--- config.mk ---
export PLATFORM = sky130hd
export DESIGN_NAME = foc_deadlock_watchdog
export DESIGN_NICKNAME = d
export VERILOG_FILES = /design/src/rtl/foc_dl_pkg.sv /design/src/rtl/foc_dl_prio_enc.sv /design/src/rtl/foc_deadlock_watchdog.sv
export SDC_FILE = /design/constraint.sdc
export NUM_CORES = 1
export LEC_CHECK = 0
export ABC_CLOCK_PERIOD_IN_PS = 5100
export CAP_MARGIN = 20
export CORE_ASPECT_RATIO = 1.2
export CORE_MARGIN = 3
export CORE_UTILIZATION = 30
export CTS_CLUSTER_SIZE = 30
export DETAILED_ROUTE_END_ITERATION = 8
export PLACE_DENSITY = 0.61
export SLEW_MARGIN = 20
export SYNTH_ARGS = -nofsm -noshare
export SYNTH_HDL_FRONTEND = slang
export SYNTH_SLANG_ARGS = --single-unit
--- constraint.sdc ---
create_clock -name clock -period 5.1 [get_ports clock]
set_input_delay 1.53 -clock clock [delete_from_list [all_inputs] [get_ports clock]]
set_output_delay 1.53 -clock clock [all_outputs]
set_load 0.05 [all_outputs]
--- src/rtl/foc_dl_pkg.sv ---
// Shared types and defaults for the FOC deadlock watchdog.
package foc_dl_pkg;

  typedef enum logic [2:0] {
    ST_IDLE    = 3'd0,
    ST_WATCH   = 3'd1,
    ST_SUSPECT = 3'd2,
    ST_REPORT  = 3'd3,
    ST_HOLD    = 3'd4
  } dl_state_e;

  localparam int DEF_NUM_MON = 8;
  localparam int DEF_PERSIST = 1024;
  localparam int DEF_CNT_W   = 16;
  localparam int DEF_TS_W    = 32;

  // Index width for a flag vector; a single monitor still needs one bit.
  function automatic int src_w(input int n);
    return (n > 1) ? $clog2(n) : 1;
  endfunction

endpackage

--- src/rtl/foc_dl_prio_enc.sv ---
// Lowest-index priority encoder, combinational; all-zero input yields index 0.
module foc_dl_prio_enc #(
  parameter int NUM_MON = 8,
  parameter int SRC_W   = 3
) (
  input  logic [NUM_MON-1:0] vec,
  output logic [SRC_W-1:0]   src
);

  // Scan from the top so the lowest set bit is the last one written.
  always_comb begin
    src = '0;
    for (int i = NUM_MON - 1; i >= 0; i--) begin
      if (vec[i]) src = i[SRC_W-1:0];
    end
  end

endmodule

--- src/rtl/foc_deadlock_watchdog.sv ---
// Confirms a persistent HLS monitor deadlock and issues one valid/ready report plus a sticky irq.
// Report valid PERSIST_CYCLES+2 cycles after block_in rises; payload holds until dl_ready, then HOLD until clear.
// Optional FOC_DL_TIMESTAMP_EN adds a free-running timestamp captured with the report.
module foc_deadlock_watchdog
  import foc_dl_pkg::*;
#(
  parameter int NUM_MON        = DEF_NUM_MON,
  parameter int PERSIST_CYCLES = DEF_PERSIST,
  parameter int CNT_W          = DEF_CNT_W,
  parameter int TS_W           = DEF_TS_W
) (
  input  logic                          clock,
  input  logic                          reset,
  input  logic                          enable,
  input  logic                          clear,
  input  logic [NUM_MON-1:0]            block_in,
  output logic                          dl_valid,
  input  logic                          dl_ready,
  output logic [NUM_MON-1:0]            dl_mask,
  output logic [src_w(NUM_MON)-1:0]     dl_src,
  output logic [TS_W-1:0]               dl_timestamp,
  output logic                          irq,
  output logic [2:0]                    state_o
);

  localparam int SRC_W = src_w(NUM_MON);

  dl_state_e          state_q, state_d;
  logic [NUM_MON-1:0] blk_q;
  logic [CNT_W-1:0]   cnt_q, cnt_d;
  logic               vld_q, vld_d;
  logic               irq_q, irq_d;
  logic [NUM_MON-1:0] mask_q, mask_d;
  logic [SRC_W-1:0]   src_q, src_d;
  logic [SRC_W-1:0]   enc_src;
  logic               any_blk;

  assign any_blk = |blk_q;

  foc_dl_prio_enc #(
    .NUM_MON (NUM_MON),
    .SRC_W   (SRC_W)
  ) u_prio_enc (
    .vec (blk_q),
    .src (enc_src)
  );

`ifdef FOC_DL_TIMESTAMP_EN
  logic [TS_W-1:0] ts_q, ts_d;
  logic [TS_W-1:0] tsc_q, tsc_d;

  assign ts_d = ts_q + 1'b1;

  always_ff @(posedge clock) begin
    if (reset) begin
      ts_q  <= '0;
      tsc_q <= '0;
    end else begin
      ts_q  <= ts_d;
      tsc_q <= tsc_d;
    end
  end

  always_comb begin
    tsc_d = tsc_q;
    if (enable && !(clear && state_q != ST_IDLE) && state_q == ST_SUSPECT &&
        any_blk && cnt_q == CNT_W'(PERSIST_CYCLES - 1)) begin
      tsc_d = ts_q;
    end
  end

  assign dl_timestamp = tsc_q;
`else
  assign dl_timestamp = '0;
`endif

  // enable low beats clear, which beats normal sequencing.
  always_comb begin
    state_d = state_q;
    cnt_d   = cnt_q;
    vld_d   = vld_q;
    irq_d   = irq_q;
    mask_d  = mask_q;
    src_d   = src_q;
    if (!enable) begin
      state_d = ST_IDLE;
      cnt_d   = '0;
      vld_d   = 1'b0;
      irq_d   = 1'b0;
    end else if (clear && state_q != ST_IDLE) begin
      state_d = ST_WATCH;
      cnt_d   = '0;
      vld_d   = 1'b0;
      irq_d   = 1'b0;
    end else begin
      case (state_q)
        ST_IDLE: state_d = ST_WATCH;
        ST_WATCH: begin
          if (any_blk) begin
            state_d = ST_SUSPECT;
            cnt_d   = '0;
          end
        end
        ST_SUSPECT: begin
          if (!any_blk) begin
            state_d = ST_WATCH;
            cnt_d   = '0;
          end else if (cnt_q == CNT_W'(PERSIST_CYCLES - 1)) begin
            state_d = ST_REPORT;
            mask_d  = blk_q;
            src_d   = enc_src;
            vld_d   = 1'b1;
            irq_d   = 1'b1;
          end else begin
            cnt_d = cnt_q + 1'b1;
          end
        end
        ST_REPORT: begin
          if (vld_q && dl_ready) begin
            state_d = ST_HOLD;
            vld_d   = 1'b0;
          end
        end
        ST_HOLD: state_d = ST_HOLD;
        default: state_d = ST_IDLE;
      endcase
    end
  end

  always_ff @(posedge clock) begin
    if (reset) begin
      state_q <= ST_IDLE;
      blk_q   <= '0;
      cnt_q   <= '0;
      vld_q   <= 1'b0;
      irq_q   <= 1'b0;
      mask_q  <= '0;
      src_q   <= '0;
    end else begin
      state_q <= state_d;
      blk_q   <= block_in;
      cnt_q   <= cnt_d;
      vld_q   <= vld_d;
      irq_q   <= irq_d;
      mask_q  <= mask_d;
      src_q   <= src_d;
    end
  end

  assign dl_valid = vld_q;
  assign irq      = irq_q;
  assign dl_mask  = mask_q;
  assign dl_src   = src_q;
  assign state_o  = state_q;

endmodule
# Word-level counts from Yosys, hierarchy flattened
# Index checks and enable logic that the tools add are counted.
# classes
reduce_logical,15
mux,22
addsub,1
eq_ne,14
n_bitwise,2
# op_table
cell,count
16-bit two-way mux,3
3-bit two-way mux,12
16-bit one-hot mux with 2 select lines,1
16-bit by 1-bit adder with 16-bit output (second input constant),1
16-bit by 10-bit == test with 1-bit output (second input constant),1
3-bit one-hot mux with 5 select lines,1
3-bit inequality test (second input constant),4
3-bit AND reduction,4
2-bit inequality test (second input constant),4
8-bit OR reduction,1
3-bit by 2-bit == test with 1-bit output (second input constant),2
5-bit AND reduction,1
1-bit two-way mux,4
4-bit inequality test (second input constant),1
4-bit AND reduction,1
2-bit nonzero test,2
3-bit by 1-bit == test with 1-bit output (second input constant),1
3-bit == test (second input constant),1
3-bit zero test,1
3-bit nonzero test,1
3-bit OR reduction,1
1-bit logical AND,2
1-bit inverter,2
1-bit one-hot mux with 2 select lines,1
2-bit OR reduction,1
# word_totals
wordCells,62
register_bits,40
in_bits,13
out_inout_bits,48

# Longest topological paths before layout
# Gate-level depths: netlist of the first run.
# logic_depth
word_depth,8
ltp_mapped,7
ltp_nobuf,6

# Hierarchy
# A second synthesis of the first run with hierarchy kept.
# hier_totals
cells_unflattened,240
hier_area_um2,2050.7
# modules_own_cells
mod,cells_per_inst,n_inst,area_each_um2,seq_area_each_um2
foc_deadlock_watchdog,228,1,1966.9,800.8
foc_dl_prio_enc,12,1,83.8,0.0

# Worst setup path after synthesis of the first run
# OpenSTA, ideal clock, no wires.
# synth_timing
kind,input to register
start,input clear
end,register mask_q[0] (netlist: dl_mask[0])
n_path_buf,1
t_arrival_ns,2.321
path_stages,6
required_ns,4.972
slack_ns,2.652
setup_ns,0.128
path_cell_list,o31ai_1 > nand2_1 > nor3_4 > buf_6 > mux2i_1 > nor2_1
# synth_via
elab_chain_cells,3
# synth_lines
item,line_no,text
"start, declared",foc_deadlock_watchdog.sv:15,"input logic clear,"
1-bit logical AND,foc_deadlock_watchdog.sv:90,end else if (clear && state_q != ST_IDLE) begin
1-bit inverter (no source line),n/a,
5-bit AND reduction (no source line),n/a,
"end signal, assigned",foc_deadlock_watchdog.sv:145,mask_q <= mask_d;
"end, declared",foc_deadlock_watchdog.sv:33,"logic [NUM_MON-1:0] mask_q, mask_d;"
# Every way passes these cells.
# A chain may end at the register's enable or synchronous reset.

# Final worst setup path of the first run
# layout_timing
start,register state_q[2] (netlist: state_o[2])
end,output state_o[2]
# layout_rtl
item,line_no,text
"start, declared",foc_deadlock_watchdog.sv:28,"dl_state_e state_q, state_d;"
"start signal, assigned",foc_deadlock_watchdog.sv:140,state_q <= state_d;
"end, declared",foc_deadlock_watchdog.sv:23,output logic [2:0] state_o
# No word-level cell between the ends.

==> reports/qor.csv, run 1 <==
stage,metric,value,unit
clock_tree,# hold bufs at CTS,0,
sta,clk_skew,0.00712,ns
final_layout,Ant. Diodes,0,
floorplan,core area,6900,um2
yosys,post-synthesis cell area,2150,um2
yosys,Yosys reg bits,40,
setup_path,classification of the worst setup path,flip-flop to output pin,
routing,total number of vias,1671,
floorplan,die height,98.8,um
sta,Worst-Margin Slew,0.905,ns
setup_path,critical path's top delay family,buffers and inverters,
global_route,initial antenna violation count,0,
final_layout,layout net count,282,
power,final total power,706,uW
clock_tree,clock tree from TritonCTS,yes,
placement,IO Port Bufs,28,
placement,GPL Wtd Cong,0.787,
sta,fmax,0.316,GHz
hold_path,Hold Crit Class,flip-flop to flip-flop,
yosys,dominant synthesized flop cell,dfxtp_1,
global_route,vias in the first global route,1531,
routing,DRC viols,0,
clock_tree,CTS sink count,40,
setup_path,R2R cell count,5,
yosys,asr flop ratio synth,0,%
global_route,largest net degree at the start of global routing,21,
setup_path,Crit. path cell count,1,
placement,Post-DP HPWL,3090,um
yosys,"Avg Cell Area, Syn",8.90,um2
floorplan,total die area,8240,um2
job,max cap viols,0,
sta,fin crit period,3.17,ns
floorplan,die width,83.4,um
floorplan,Rows,33,
routing,Vias/cell,4.69,
clock_tree,"CTS clk-pin slew, worst paths",0.08,ns
global_route,grt ovf,0,
sta,RSZ-0062 raised after global routing,false,
setup_path,critical path arrival,1.64,ns
clock_tree,Skew-Pair Late Insertion Delay,0.30,ns
routing,Initial DRT Pass Iterations,4,
sta,Final Setup Violations,0,
floorplan,I/O pin count,61,
setup_path,CP max stage delay,0.86,ns
global_route,global-route wire length before repair,7150,um
sta,Fin. Hold Viols,0,
sta,period utilization,62.1,%
yosys,yosys warns,0,
sta,"Slew Viols, Final",0,
floorplan,Initial Utilization,31.2,%
routing,total length of routed wires,4280,um
yosys,sequential fraction of the synthesis area,37.2,%
global_route,Total Routing Usage GR,10.7,%
routing,antenna-violating nets left,0,
final_layout,final core utilization,36.1,%
setup_path,Buf/Inv on CP,1,
routing,DR iter-0 viols,60,
clock_tree,Inserted Clock Buffers,5,
hold_path,Hold Crit Depth,2,
clock_tree,root buffer cell,clkbuf_8,
final_layout,ratio of cells with drive above 1 in the final layout,8.55,%
setup_path,Worst EP required,3.57,ns
yosys,number of enable flip-flop cells after synthesis,0,
clock_tree,setup bufs post-CTS,0,
clock_tree,Max H-tree Level,2,
setup_path,Crit-path slowest cell,clkdlybuf4s50_1,
final_layout,synthesis-to-layout area growth,15.7,%
yosys,synth unique cells,44,
setup_path,CP endpoint kind,output pin,
final_layout,fill count,730,
setup_path,Crit Path Max Fanout,8,
yosys,Gate Count Post-Synth,242,
setup_path,crit path launch type,flip-flop,
sta,Worst slew margin,39.7,%
setup_path,worst path cell trace,clkdlybuf4s50_1,
routing,WL per Instance,12.0,um
power,peak supply drop,0.133,mV
sta,Setup TNS,0,ns
clock_tree,clk buf depth,2,
power,leak pwr,0.883,nW
power,Power Dens Cells,283,nW/um2
clock_tree,post-CTS resize count,0,
run_status,status,completed,
-- logic make-up (layout without fill, tap and decap cells) --
kind of cell,Yosys count,after routing,share of synthesized area [%]
and+or+nand+nor,92,92,26.5
AOI/OAI and AO/OA,53,53,16.7
muxes,9,9,4.18
buffers and inverters,46,42,14.7
adders and majority gates,1,1,0.581
DFF,40,40,37.2
other,1,32,0.174
-- layer usage --
layer | up-vias | GRT usage (%) | share of wire [%]
li1 | 849 | - | -
met5 | - | 0 | 0
met1 | 764 | 12.6 | 43
met2 | 51 | 18.2 | 49
met4 | 0 | 4.53 | 1.8
met3 | 7 | 2.93 | 5.8
-- power by group --
group,internal (mW),switching (mW)
clock,0.173,0.114
sequential,0.316,0.00644
combinational,0.0205,0.0768
total,0.510,0.197
-- flip-flops by register name, indices dropped and copies added (netlist names) --
register  count
irq           1
dl_src        3
dl_mask       8
blk_q         8
dl_valid      1
cnt_q        16
state_o       3
-- area by class of cell --
| class | instances | area (um2) | area share (%) |
|---|---|---|---|
| tap | 87 | 109 | 4.37 |
| clock inverter | 1 | 30.0 | 1.20 |
| inverter | 6 | 22.5 | 0.904 |
| timing repair buffer | 28 | 280 | 11.2 |
| clock buffer | 7 | 96.3 | 3.87 |
| multi-input combinational | 187 | 1150 | 46.3 |
| sequential | 40 | 801 | 32.1 |
-- synth_stat cells (all sizes together), types with 2 or more instances --
cell | count | area share, %
nand2b | 6 | 1.7
nor2 | 23 | 4.9
nor2b | 11 | 3.2
a21oi | 17 | 3.9
nor3b | 2 | 1.2
clkbuf | 3 | 0.52
nor4 | 5 | 3.5
buf | 37 | 13
o221a | 3 | 1.6
and2 | 2 | 0.70
a21bo | 2 | 0.93
o31ai | 3 | 1.0
and4 | 3 | 1.2
inv | 6 | 1.0
nand4 | 2 | 1.3
o211ai | 3 | 1.0
nand3 | 11 | 2.6
mux2i | 9 | 4.2
o21ai | 9 | 2.1
nand2 | 16 | 2.8
nor3 | 7 | 2.1
or2 | 2 | 0.58
a311oi | 5 | 2.0
a31oi | 7 | 2.0
dfxtp | 40 | 37
-- worst paths after layout --
kind,startpoint,to,slack [ns]
setup / recovery,state_o[2],state_o[2],1.93
hold / removal,irq,irq,0.48
setup reg to reg,blk_q[0],cnt_q[9],2.71
hold reg to reg,irq,irq,0.48
-- through the flow --
step | instance area, um2 | hold slack [ns] | setup slack [ns] | std cells
global route | 2490 | 0.516 | 1.79 | 356
CTS | 2490 | 0.486 | 1.93 | 356
global placement | 2370 | 0.458 | 1.69 | 348
floorplan | 2270 | 0.454 | 2.65 | 273
finish | 2490 | 0.477 | 1.93 | 356
detailed placement | 2370 | 0.466 | 1.66 | 348
-- cell usage in the layout, fill, tap and decap left out, drive strengths merged, types with 5 or more instances in the layout --
| master | instances |
|---|---|
| dfxtp | 40 |
| conb | 32 |
| clkdlybuf4s50 | 28 |
| nor2 | 23 |
| a21oi | 17 |
| nand2 | 16 |
| nor2b | 11 |
| nand3 | 11 |
| o21ai | 9 |
| mux2i | 9 |
| a31oi | 7 |
| clkbuf | 7 |
| nor3 | 7 |
| inv | 6 |
| nand2b | 6 |
| a311oi | 5 |
| nor4 | 5 |
Power figures use the tool's default switching activity.
==> run 2, diff against run 1 <==
Settings changed: ABC_CLOCK_PERIOD_IN_PS 5100 to 3100.
Clock period 5.1 ns to 3.1 ns, I/O delays scaled along.
==> run 2 against run 1 <==
Compared with the run above: die area did not move; utilization increased by 0.36 points; sequential power grew 64%; clock-buffer cell count is 2 lower; first-iteration DRC count grew 42%; power is 68% higher; design area is 1.0% higher; clock power is 73% higher; global-route usage fell by 0.18 points; cell count grew 0.56%; routed wire length decreased by 0.77%; critical path type unchanged.
==> reports/qor.csv, run 2 (same netlist as run 1, synthesis figures left out) <==
stage,metric,value,unit
final_layout,area of the multi-input gates,1150,um2
setup_path,Crit Path Max Fanout,8,
hold_path,hold_sp,irq,
sta,Worst slew margin,54.1,%
clock_tree,clock tree from TritonCTS,yes,
floorplan,die height,98.8,um
final_layout,"Most flops, register",cnt_q,
routing,WL per Instance,11.9,um
placement,IO Port Bufs,28,
sta,"Slew Viols, Final",0,
routing,DRC viols,0,
placement,GPL Wtd Cong,0.762,
sta,fin crit period,2.58,ns
floorplan,core area,6900,um2
setup_path,worst path cell trace,clkdlybuf4s50_1,
hold_path,Hold Crit Class,flip-flop to flip-flop,
clock_tree,clk buf depth,2,
clock_tree,# hold bufs at CTS,0,
sta,Final Setup Violations,0,
setup_path,CP endpoint kind,output pin,
final_layout,"commonest non-fill, non-tap cell in the layout",dfxtp_1,
power,leak pwr,0.897,nW
global_route,initial antenna violation count,0,
global_route,global-route wire length before repair,7110,um
global_route,Most Crowded Layer GR,met2,
clock_tree,Inserted Clock Buffers,5,
setup_path,Crit-path slowest cell,clkdlybuf4s50_1,
setup_path,critical path's top delay family,buffers and inverters,
setup_path,crit path launch type,flip-flop,
run_status,status,completed,
final_layout,sequential cell area,801,um2
sta,Worst-Margin Slew,0.683,ns
final_layout,max reg flops,16,
clock_tree,root buffer cell,clkbuf_8,
routing,total number of vias,1672,
routing,DR iter-0 viols,85,
global_route,vias in the first global route,1509,
routing,antenna-violating nets left,0,
floorplan,die width,83.4,um
setup_path,Worst EP required,2.17,ns
floorplan,total die area,8240,um2
routing,Vias/cell,4.67,
setup_path,classification of the worst setup path,flip-flop to output pin,
setup_path,critical path startpoint,state_o[2],
setup_path,critical path arrival,1.65,ns
clock_tree,Max H-tree Level,2,
final_layout,layout net count,285,
routing,Initial DRT Pass Iterations,4,
global_route,met1 GRT Util,12.5,%
final_layout,fill count,720,
global_route,largest net degree at the start of global routing,20,
global_route,met2 Use GR,17.8,%
final_layout,ratio of cells with drive above 1 in the final layout,9.23,%
final_layout,Ant. Diodes,0,
final_layout,"leading cell types in the layout, fill and taps excluded","dfxtp_1, conb_1, clkdlybuf4s50_1",
setup_path,Buf/Inv on CP,1,
global_route,met3 usage,2.76,%
sta,RSZ-0062 raised after global routing,false,
final_layout,synthesis-to-layout area growth,16.8,%
power,final total power,1.19,mW
job,max cap viols,0,
floorplan,Initial Utilization,31.2,%
global_route,grt ovf,0,
sta,clk_skew,0.00875,ns
sta,fmax,0.388,GHz
power,Power Dens Cells,472,nW/um2
routing,total length of routed wires,4240,um
clock_tree,CTS sink count,40,
clock_tree,Skew-Pair Late Insertion Delay,0.29,ns
placement,Post-DP HPWL,3120,um
setup_path,CP max stage delay,0.87,ns
sta,Fin. Hold Viols,0,
clock_tree,post-CTS resize count,0,
sta,Setup TNS,0,ns
floorplan,I/O pin count,61,
clock_tree,"CTS clk-pin slew, worst paths",0.08,ns
power,peak supply drop,0.270,mV
global_route,Total Routing Usage GR,10.5,%
setup_path,Critical R2R Launch,cnt_q[0],
sta,period utilization,83.1,%
clock_tree,setup bufs post-CTS,0,
floorplan,Rows,33,
==> run 2: cell count changes in the layout (fill, tap and decap cells not counted), sizes merged <==
cell / delta
bufinv: +1
buf: +3
clkbuf: -2
==> run 2: area by class of cell <==
cell class | instances | area share (%)
repair buffers | 31 | 12.0
well taps | 87 | 4.32
clock buffers | 5 | 2.73
clock inverters | 2 | 2.39
flip-flops and latches | 40 | 31.8
multi-input cells | 187 | 45.8
inverters | 6 | 0.895
==> run 2: through the flow <==
step / std cells / cell area [um2] / worst slack (ns) / hold WS (ns) / utilization, %
final: 358 / 2520 / 0.524 / 0.473 / 36.5
after global routing: 358 / 2520 / 0.487 / 0.514 / 36.5
after CTS: 358 / 2520 / 0.521 / 0.482 / 36.5
after detailed placement: 351 / 2390 / 0.655 / 0.462 / 34.6
after global placement: 351 / 2390 / 0.703 / 0.451 / 34.6
after floorplan: 273 / 2270 / 1.09 / 0.454 / -
==> run 2: per-layer routing <==
layer  share of wire [%]  up-vias  wire length [um]
li1                    -      849                 -
met1                  45      766              1930
met2                  47       50              1990
met3                 5.8        7               244
met4                 1.8        0                78
met5                   0        -                 0
==> run 2: worst paths after layout <==
kind / to / slack [ns] / depth (start not counted)
worst max-delay path: state_o[2] / 0.52 / 1
worst max register to register: cnt_q[14] / 1.06 / 6
worst min register to register: irq / 0.47 / 2
worst min-delay path: irq / 0.47 / 2
==> run 2: power breakdown <==
part           switching, mW  internal (mW)
logic                  0.126         0.0360
registers             0.0109          0.520
clock network          0.179          0.317
==> run 2: worst min-delay path, cell delays in order, from the launching register on <==
cell and delay (ns):
dfxtp_1 0.33, nor2_1 0.05, nor2_1 0.07
